--- config.mk ---
export PLATFORM = sky130hd
export DESIGN_NAME = fft_blk_seq_ctrl_flat
export DESIGN_NICKNAME = d
export VERILOG_FILES = /design/src/rtl/fft_blk_seq_ctrl_pkg.sv /design/src/rtl/fft_blk_seq_ctrl_if.sv /design/src/rtl/fft_blk_seq_ctrl_tag_pipe.sv /design/src/rtl/fft_blk_seq_ctrl.sv /design/src/flat_wrapper.sv
export SDC_FILE = /design/constraint.sdc
export NUM_CORES = 1
export LEC_CHECK = 0
export ABC_AREA = 1
export BUFFER_PORTS_ARGS = -buffer_cell sky130_fd_sc_hd__buf_2
export CAP_MARGIN = 20
export CORE_MARGIN = 3
export CORE_UTILIZATION = 49
export CTS_CLUSTER_SIZE = 30
export DETAILED_ROUTE_END_ITERATION = 6
export MAX_ROUTING_LAYER = met4
export PLACE_DENSITY = 0.85
export SLEW_MARGIN = 40
export SYNTH_ARGS = -nofsm -noshare
export SYNTH_HDL_FRONTEND = slang
export SYNTH_SLANG_ARGS = --single-unit
export TNS_END_PERCENT = 20
--- constraint.sdc ---
create_clock -name clk -period 1.2 [get_ports clk]
set_input_delay 0.18 -clock clk [delete_from_list [all_inputs] [get_ports clk]]
set_output_delay 0.18 -clock clk [all_outputs]
set_load 0.03 [all_outputs]
--- src/rtl/fft_blk_seq_ctrl_pkg.sv ---
// fft_pkg: shared types for the FFT block sequencer and its tag chain
package fft_pkg;
  typedef struct packed {
    logic valid;
    logic sof;
    logic eof;
  } fft_tag_t;
  typedef enum logic [1:0] {SEQ_IDLE, SEQ_RUN, SEQ_DRAIN} seq_state_t;
  function automatic int cnt_w(input int n);
    return n > 1 ? $clog2(n) : 1;
  endfunction
endpackage

--- src/rtl/fft_blk_seq_ctrl_if.sv ---
// fft_blk_seq_ctrl_if: block handshake, stage enables and frame markers of the sequencer
interface fft_blk_seq_ctrl_if #(
  parameter int NUM_STAGES = 9,
  parameter int BLK_W = 5
);
  logic in_valid, in_sof, cfg_clear, in_ready;
  logic [BLK_W-1:0] in_blk_idx;
  logic [NUM_STAGES-1:0] stage_en;
  logic out_valid, out_sof, out_eof, busy, err_sof, err_nosof;
  modport master(
    output in_valid, in_sof, cfg_clear,
    input in_ready, in_blk_idx, stage_en, out_valid, out_sof, out_eof, busy, err_sof, err_nosof
  );
  modport slave(
    input in_valid, in_sof, cfg_clear,
    output in_ready, in_blk_idx, stage_en, out_valid, out_sof, out_eof, busy, err_sof, err_nosof
  );
endinterface

--- src/rtl/fft_blk_seq_ctrl_tag_pipe.sv ---
// fft_tag_pipe: free-running {valid,sof,eof} shift chain mirroring the datapath stages
module fft_tag_pipe
  import fft_pkg::*;
#(
  parameter int NUM_STAGES = 9
) (
  input  logic                  clk,
  input  logic                  clr,
  input  fft_tag_t              d,
  output logic [NUM_STAGES-1:0] vld,
  output fft_tag_t              q
);
  fft_tag_t [NUM_STAGES-1:0] tag;
  // the truncating cast drops the oldest tag and shifts d into stage 0
  always_ff @(posedge clk) tag <= clr ? '0 : (NUM_STAGES*3)'({tag, d});
  for (genvar s = 0; s < NUM_STAGES; s++) begin : g_en
    assign vld[s] = tag[s].valid;
  end
  assign q = tag[NUM_STAGES-1];
endmodule

--- src/rtl/fft_blk_seq_ctrl.sv ---
// fft_blk_seq_ctrl: frame sequencer for the 16-lane FFT pipeline, counts blocks and flags framing errors
// Error pulses are registered, so they appear the cycle after the offending block.
module fft_blk_seq_ctrl
  import fft_pkg::*;
#(
  parameter int NUM_IN_OUT = 16,
  parameter int FFT_POINTS = 512,
  parameter int NUM_STAGES = 9
) (
  input logic clk,
  input logic rstn,
  fft_blk_seq_ctrl_if.slave bus
);
  localparam int BLKS = FFT_POINTS / NUM_IN_OUT;
  localparam int BLK_W = cnt_w(BLKS);
  localparam int DRN_W = cnt_w(NUM_STAGES);
  localparam logic ONE = BLKS == 1;
  localparam logic [BLK_W-1:0] LAST = BLK_W'(BLKS - 1);
  localparam logic [DRN_W-1:0] DLAST = DRN_W'(NUM_STAGES - 1);
  seq_state_t state, state_d;
  logic [BLK_W-1:0] blk_cnt, cnt_d;
  logic [DRN_W-1:0] drain_cnt, drain_d;
  logic clr, acc, last, err_sof_q, err_nosof_q;
  fft_tag_t tag_d, tag_q;
  assign clr = !rstn || bus.cfg_clear;
  assign acc = bus.in_valid && !bus.cfg_clear;
  assign last = blk_cnt == LAST;
  always_comb begin
    state_d = state;
    cnt_d = blk_cnt;
    drain_d = drain_cnt == DLAST ? drain_cnt : drain_cnt + 1'b1;
    tag_d = '0;
    if (acc && bus.in_sof) begin
      state_d = ONE ? SEQ_DRAIN : SEQ_RUN;
      cnt_d = ONE ? '0 : BLK_W'(1);
      drain_d = '0;
      tag_d = '{valid: 1'b1, sof: 1'b1, eof: ONE};
    end else if (acc && state == SEQ_RUN) begin
      state_d = last ? SEQ_DRAIN : SEQ_RUN;
      cnt_d = last ? '0 : blk_cnt + 1'b1;
      drain_d = '0;
      tag_d = '{valid: 1'b1, sof: 1'b0, eof: last};
    end else if (!acc && state == SEQ_DRAIN && drain_cnt == DLAST) begin
      state_d = SEQ_IDLE;
    end
  end
  always_ff @(posedge clk) begin
    if (clr) begin
      state <= SEQ_IDLE;
      blk_cnt <= '0;
      drain_cnt <= '0;
      err_sof_q <= 1'b0;
      err_nosof_q <= 1'b0;
    end else begin
      state <= state_d;
      blk_cnt <= cnt_d;
      drain_cnt <= drain_d;
      err_sof_q <= acc && bus.in_sof && state == SEQ_RUN;
      err_nosof_q <= acc && !bus.in_sof && state != SEQ_RUN;
    end
  end
  fft_tag_pipe #(.NUM_STAGES(NUM_STAGES)) u_pipe (
    .clk(clk),
    .clr(clr),
    .d(tag_d),
    .vld(bus.stage_en),
    .q(tag_q)
  );
  assign bus.in_ready = !bus.cfg_clear;
  assign bus.in_blk_idx = state == SEQ_RUN ? blk_cnt : '0;
  assign bus.out_valid = tag_q.valid;
  assign bus.out_sof = tag_q.sof;
  assign bus.out_eof = tag_q.eof;
  assign bus.busy = state != SEQ_IDLE || |bus.stage_en;
  assign bus.err_sof = err_sof_q;
  assign bus.err_nosof = err_nosof_q;
endmodule

--- src/flat_wrapper.sv ---
// flat-port wrapper written by rule: the top's interface ports become plain ports
module fft_blk_seq_ctrl_flat import fft_pkg::*;
#(
  parameter int NUM_IN_OUT = 16,
  parameter int FFT_POINTS = 512,
  parameter int NUM_STAGES = 9
)
  (clk, rstn, bus_in_valid, bus_in_sof, bus_cfg_clear, bus_in_ready, bus_in_blk_idx, bus_stage_en, bus_out_valid, bus_out_sof, bus_out_eof, bus_busy, bus_err_sof, bus_err_nosof);
  fft_blk_seq_ctrl_if #(.NUM_STAGES(NUM_STAGES), .BLK_W(5)) bus_i ();
  input logic clk;
  input logic rstn;
  input wire logic [$bits(bus_i.in_valid)-1:0] bus_in_valid;
  input wire logic [$bits(bus_i.in_sof)-1:0] bus_in_sof;
  input wire logic [$bits(bus_i.cfg_clear)-1:0] bus_cfg_clear;
  output wire logic [$bits(bus_i.in_ready)-1:0] bus_in_ready;
  output wire logic [$bits(bus_i.in_blk_idx)-1:0] bus_in_blk_idx;
  output wire logic [$bits(bus_i.stage_en)-1:0] bus_stage_en;
  output wire logic [$bits(bus_i.out_valid)-1:0] bus_out_valid;
  output wire logic [$bits(bus_i.out_sof)-1:0] bus_out_sof;
  output wire logic [$bits(bus_i.out_eof)-1:0] bus_out_eof;
  output wire logic [$bits(bus_i.busy)-1:0] bus_busy;
  output wire logic [$bits(bus_i.err_sof)-1:0] bus_err_sof;
  output wire logic [$bits(bus_i.err_nosof)-1:0] bus_err_nosof;
  assign bus_i.in_valid = bus_in_valid;
  assign bus_i.in_sof = bus_in_sof;
  assign bus_i.cfg_clear = bus_cfg_clear;
  assign bus_in_ready = bus_i.in_ready;
  assign bus_in_blk_idx = bus_i.in_blk_idx;
  assign bus_stage_en = bus_i.stage_en;
  assign bus_out_valid = bus_i.out_valid;
  assign bus_out_sof = bus_i.out_sof;
  assign bus_out_eof = bus_i.out_eof;
  assign bus_busy = bus_i.busy;
  assign bus_err_sof = bus_i.err_sof;
  assign bus_err_nosof = bus_i.err_nosof;
  fft_blk_seq_ctrl #(.NUM_IN_OUT(NUM_IN_OUT), .FFT_POINTS(FFT_POINTS), .NUM_STAGES(NUM_STAGES)) u_core (.clk(clk), .rstn(rstn), .bus(bus_i));
endmodule
==> summary.txt <==
Critical path
  • Crit-path max FO: 3
  • Worst path bufs/invs: 2
  • CP Cell Sequence: inv_2 -> nand4_1 -> nor2_1 -> nand2_1 -> buf_6
  • Worst EP arrival: 1.19 ns
  • Worst path slowest cell: dfxtp_4
  • CP peak stage delay: 0.38 ns
  • Worst setup EP type: primary output
  • Critical path class: flop to primary output
  • WP data required: 1.02 ns
  • Delay-heaviest family, CP: flip-flops
  • Startpoint types: flop

Route
  • Via/cell ratio: 4.43
  • Final wirelength: 2.52 mm
  • DR pass1 iterations: 4
  • DR WL/cell: 9.30 um
  • Via Count: 1201
  • Final ANT Viol Nets: 0
  • 1st-iter DRT viols: 52
  • Residual DRC: 0

Timing
  • Final TNS setup: -0.845 ns
  • Hold Worst Slack: 0.133 ns
  • Fmax: 0.731 GHz
  • # setup viols final: 8
  • Max-slew violation count: 0
  • Final min period: 1.37 ns
  • Slew margin rel.: 0.877
  • RSZ-0062 raised after global routing: yes
  • Clock skew: 0.00370 ns
  • Final period utilization: 1.14
  • Measured slew at the worst slew-check pin: 0.183 ns
  • Final hold vios: 0
  • Post-route setup slack: -0.169 ns

Final layout
  • Share of cells above drive strength 1: 0.306
  • # diodes: 0
  • Cell area after layout: 1900 um2
  • Most frequent cells in the layout: 37 x inv_1, 37 x nor2_1, 35 x dfxtp_1
  • Area Overhead vs Synth: 20.9%
  • Final #Nets: 238

Synth
  • Top cell type by total area after synthesis: dfxtp_1
  • Post-synth top area share: 0.509
  • Syn Nets: 211
  • Warnings, synthesis: 0
  • Cell area after synthesis: 1570 um2
  • Post-synthesis sequential area ratio: 0.509
  • Syn Area/Cell: 7.83 um2
  • Library cells used by synthesis: 19
  • Seq cells post-synth: 40
  • Mapped Cells: 201
  • Largest cells by area after synthesis: dfxtp_1 51%, nor2_1 9.5%, inv_1 9.3%

Placed design
  • Placement Cell Area: 1740 um2
  • Number of port buffers: 25
  • Final GP Congestion: 0.813
  • Final HPWL DP: 1.80 mm
  • Worst slack, placed: -0.0691 ns

CTS
  • Max Buffers Root-to-Sink: 2
  • Clk sink count: 40
  • Num CTS Buffers: 5
  • Hold_buf cts: 0
  • TritonCTS clock tree: yes
  • H-Tree Depth: 2
  • Clk slew on worst S/H paths: 0.11 ns
  • Root buffer cell: clkbuf_4
  • Clock Latency Late Sink: 0.34 ns

Floorplanning
  • Die Y: 62.7 um
  • Initial Util: 0.543
  • Die X-Extent: 62.7 um
  • Io pins: 26
  • Die area: 3930 um2
  • Rows: 19
  • Core area: 2900 um2

Pwr
  • Final Power: 2.39 mW
  • Power per standard cell area: 1250 nW/um2
  • Max rail drop VDD: 0.961 mV
  • Pleak: 0.806 nW

Status
  • Violations in the final reports: negative setup slack
  • Status: finished with violations

Worst hold path
  • Hold crit path type: primary input to flop

Global routing
  • GR Util met2: 0.230
  • GRT Residual Overflow: 0
  • Total global-route track usage: 0.146
  • First-pass GRT wire length: 4.54 mm
  • Met1 Use GR: 0.172
  • Global routing's busiest layer: met2
  • Vias in the first global route: 1104
  • Global Route met3 Usage: 0.0486
  • Largest net degree at the start of global routing: 25
  • Antenna violations before repair: 0

Job
  • Max Cap Violations: 0
power breakdown:
group	switching (mW)	internal [mW]
registers	0.00609	1.33
logic	0.0787	0.0404
clock network	0.430	0.499
total	0.515	1.87
logic make-up after synthesis:
| family | after synthesis | synth area share |
|---|---|---|
| compound gates | 8 | 0.0254 |
| fa+ha+maj | 5 | 0.0397 |
| buf+inv | 55 | 0.154 |
| flops | 40 | 0.509 |
| simple gates | 93 | 0.272 |
area by class of cell:
| cell class | count | area (um2) |
|---|---|---|
| Timing Repair Buffer | 31 | 209 |
| Clock buffer | 6 | 51.3 |
| Inverter | 44 | 165 |
| Clock inverter | 2 | 38.8 |
| Sequential cell | 40 | 810 |
| Tap cell | 42 | 52.6 |
| Fill cell | 270 | 997 |
| Multi-Input combinational cell | 106 | 577 |
through the flow:
stage | util | instances
floorplan | - | 201
global placement | 0.600 | 261
detailed placement | 0.600 | 261
CTS | 0.639 | 269
global route | 0.656 | 271
finish | 0.656 | 271
routing by layer:
layer	share of wire	vias to the layer above
met5	0	-
met4	0.0095	0
met3	0.051	4
met2	0.46	25
met1	0.48	524
li1	-	648
cells in the mapped netlist:
library cell and instances:
a21oi_1 7, buf_2 2, buf_4 9, dfxtp_1 40
ha_1 5, inv_1 39, inv_2 5, nand2_1 27
nand2_2 2, nand2_4 2, nand3_1 8, nand3_2 1
nand4_1 4, nor2_1 40, nor2_2 1, nor2_4 3
nor3_1 4, o21ai_1 1, or2_2 1
state kept, by name, indices dropped and copies added, names as in the netlist:
name and cells:
u_core.u_pipe.tag 16, u_core.u_pipe.vld 8, u_core.blk_cnt 5, u_core.drain_cnt 4, u_core.u_pipe.q 3, u_core.state 2, u_core.bus.err_nosof 1, u_core.bus.err_sof 1
what timing repair did:
action | in CTS | in global routing
resized for setup | 11 | 10
buffers inserted | 0 | 2
pin swaps | 3 | 2
endpoints found under the setup margin | 8 | 15
gates cloned | 0 | 0
worst min-delay path: cells and delay by family:
| family | cells | cell delay (ns) |
|---|---|---|
| AND/OR/NAND/NOR | 1 | 0.07 |
| buffers and inverters | 2 | 0.19 |
worst paths after layout:
check                       startpoint                    end  slack [ns]  cells after the start
hold / removal                    rstn   u_core.bus.err_nosof        0.13                      3
hold reg to reg   u_core.u_pipe.tag[7]  u_core.u_pipe.tag[10]        0.41                      2
setup reg to reg     u_core.blk_cnt[0]        u_core.state[0]       -0.06                      9
setup / recovery       u_core.state[0]               bus_busy       -0.17                      5
Note: power is estimated with default switching activity, not from simulation.
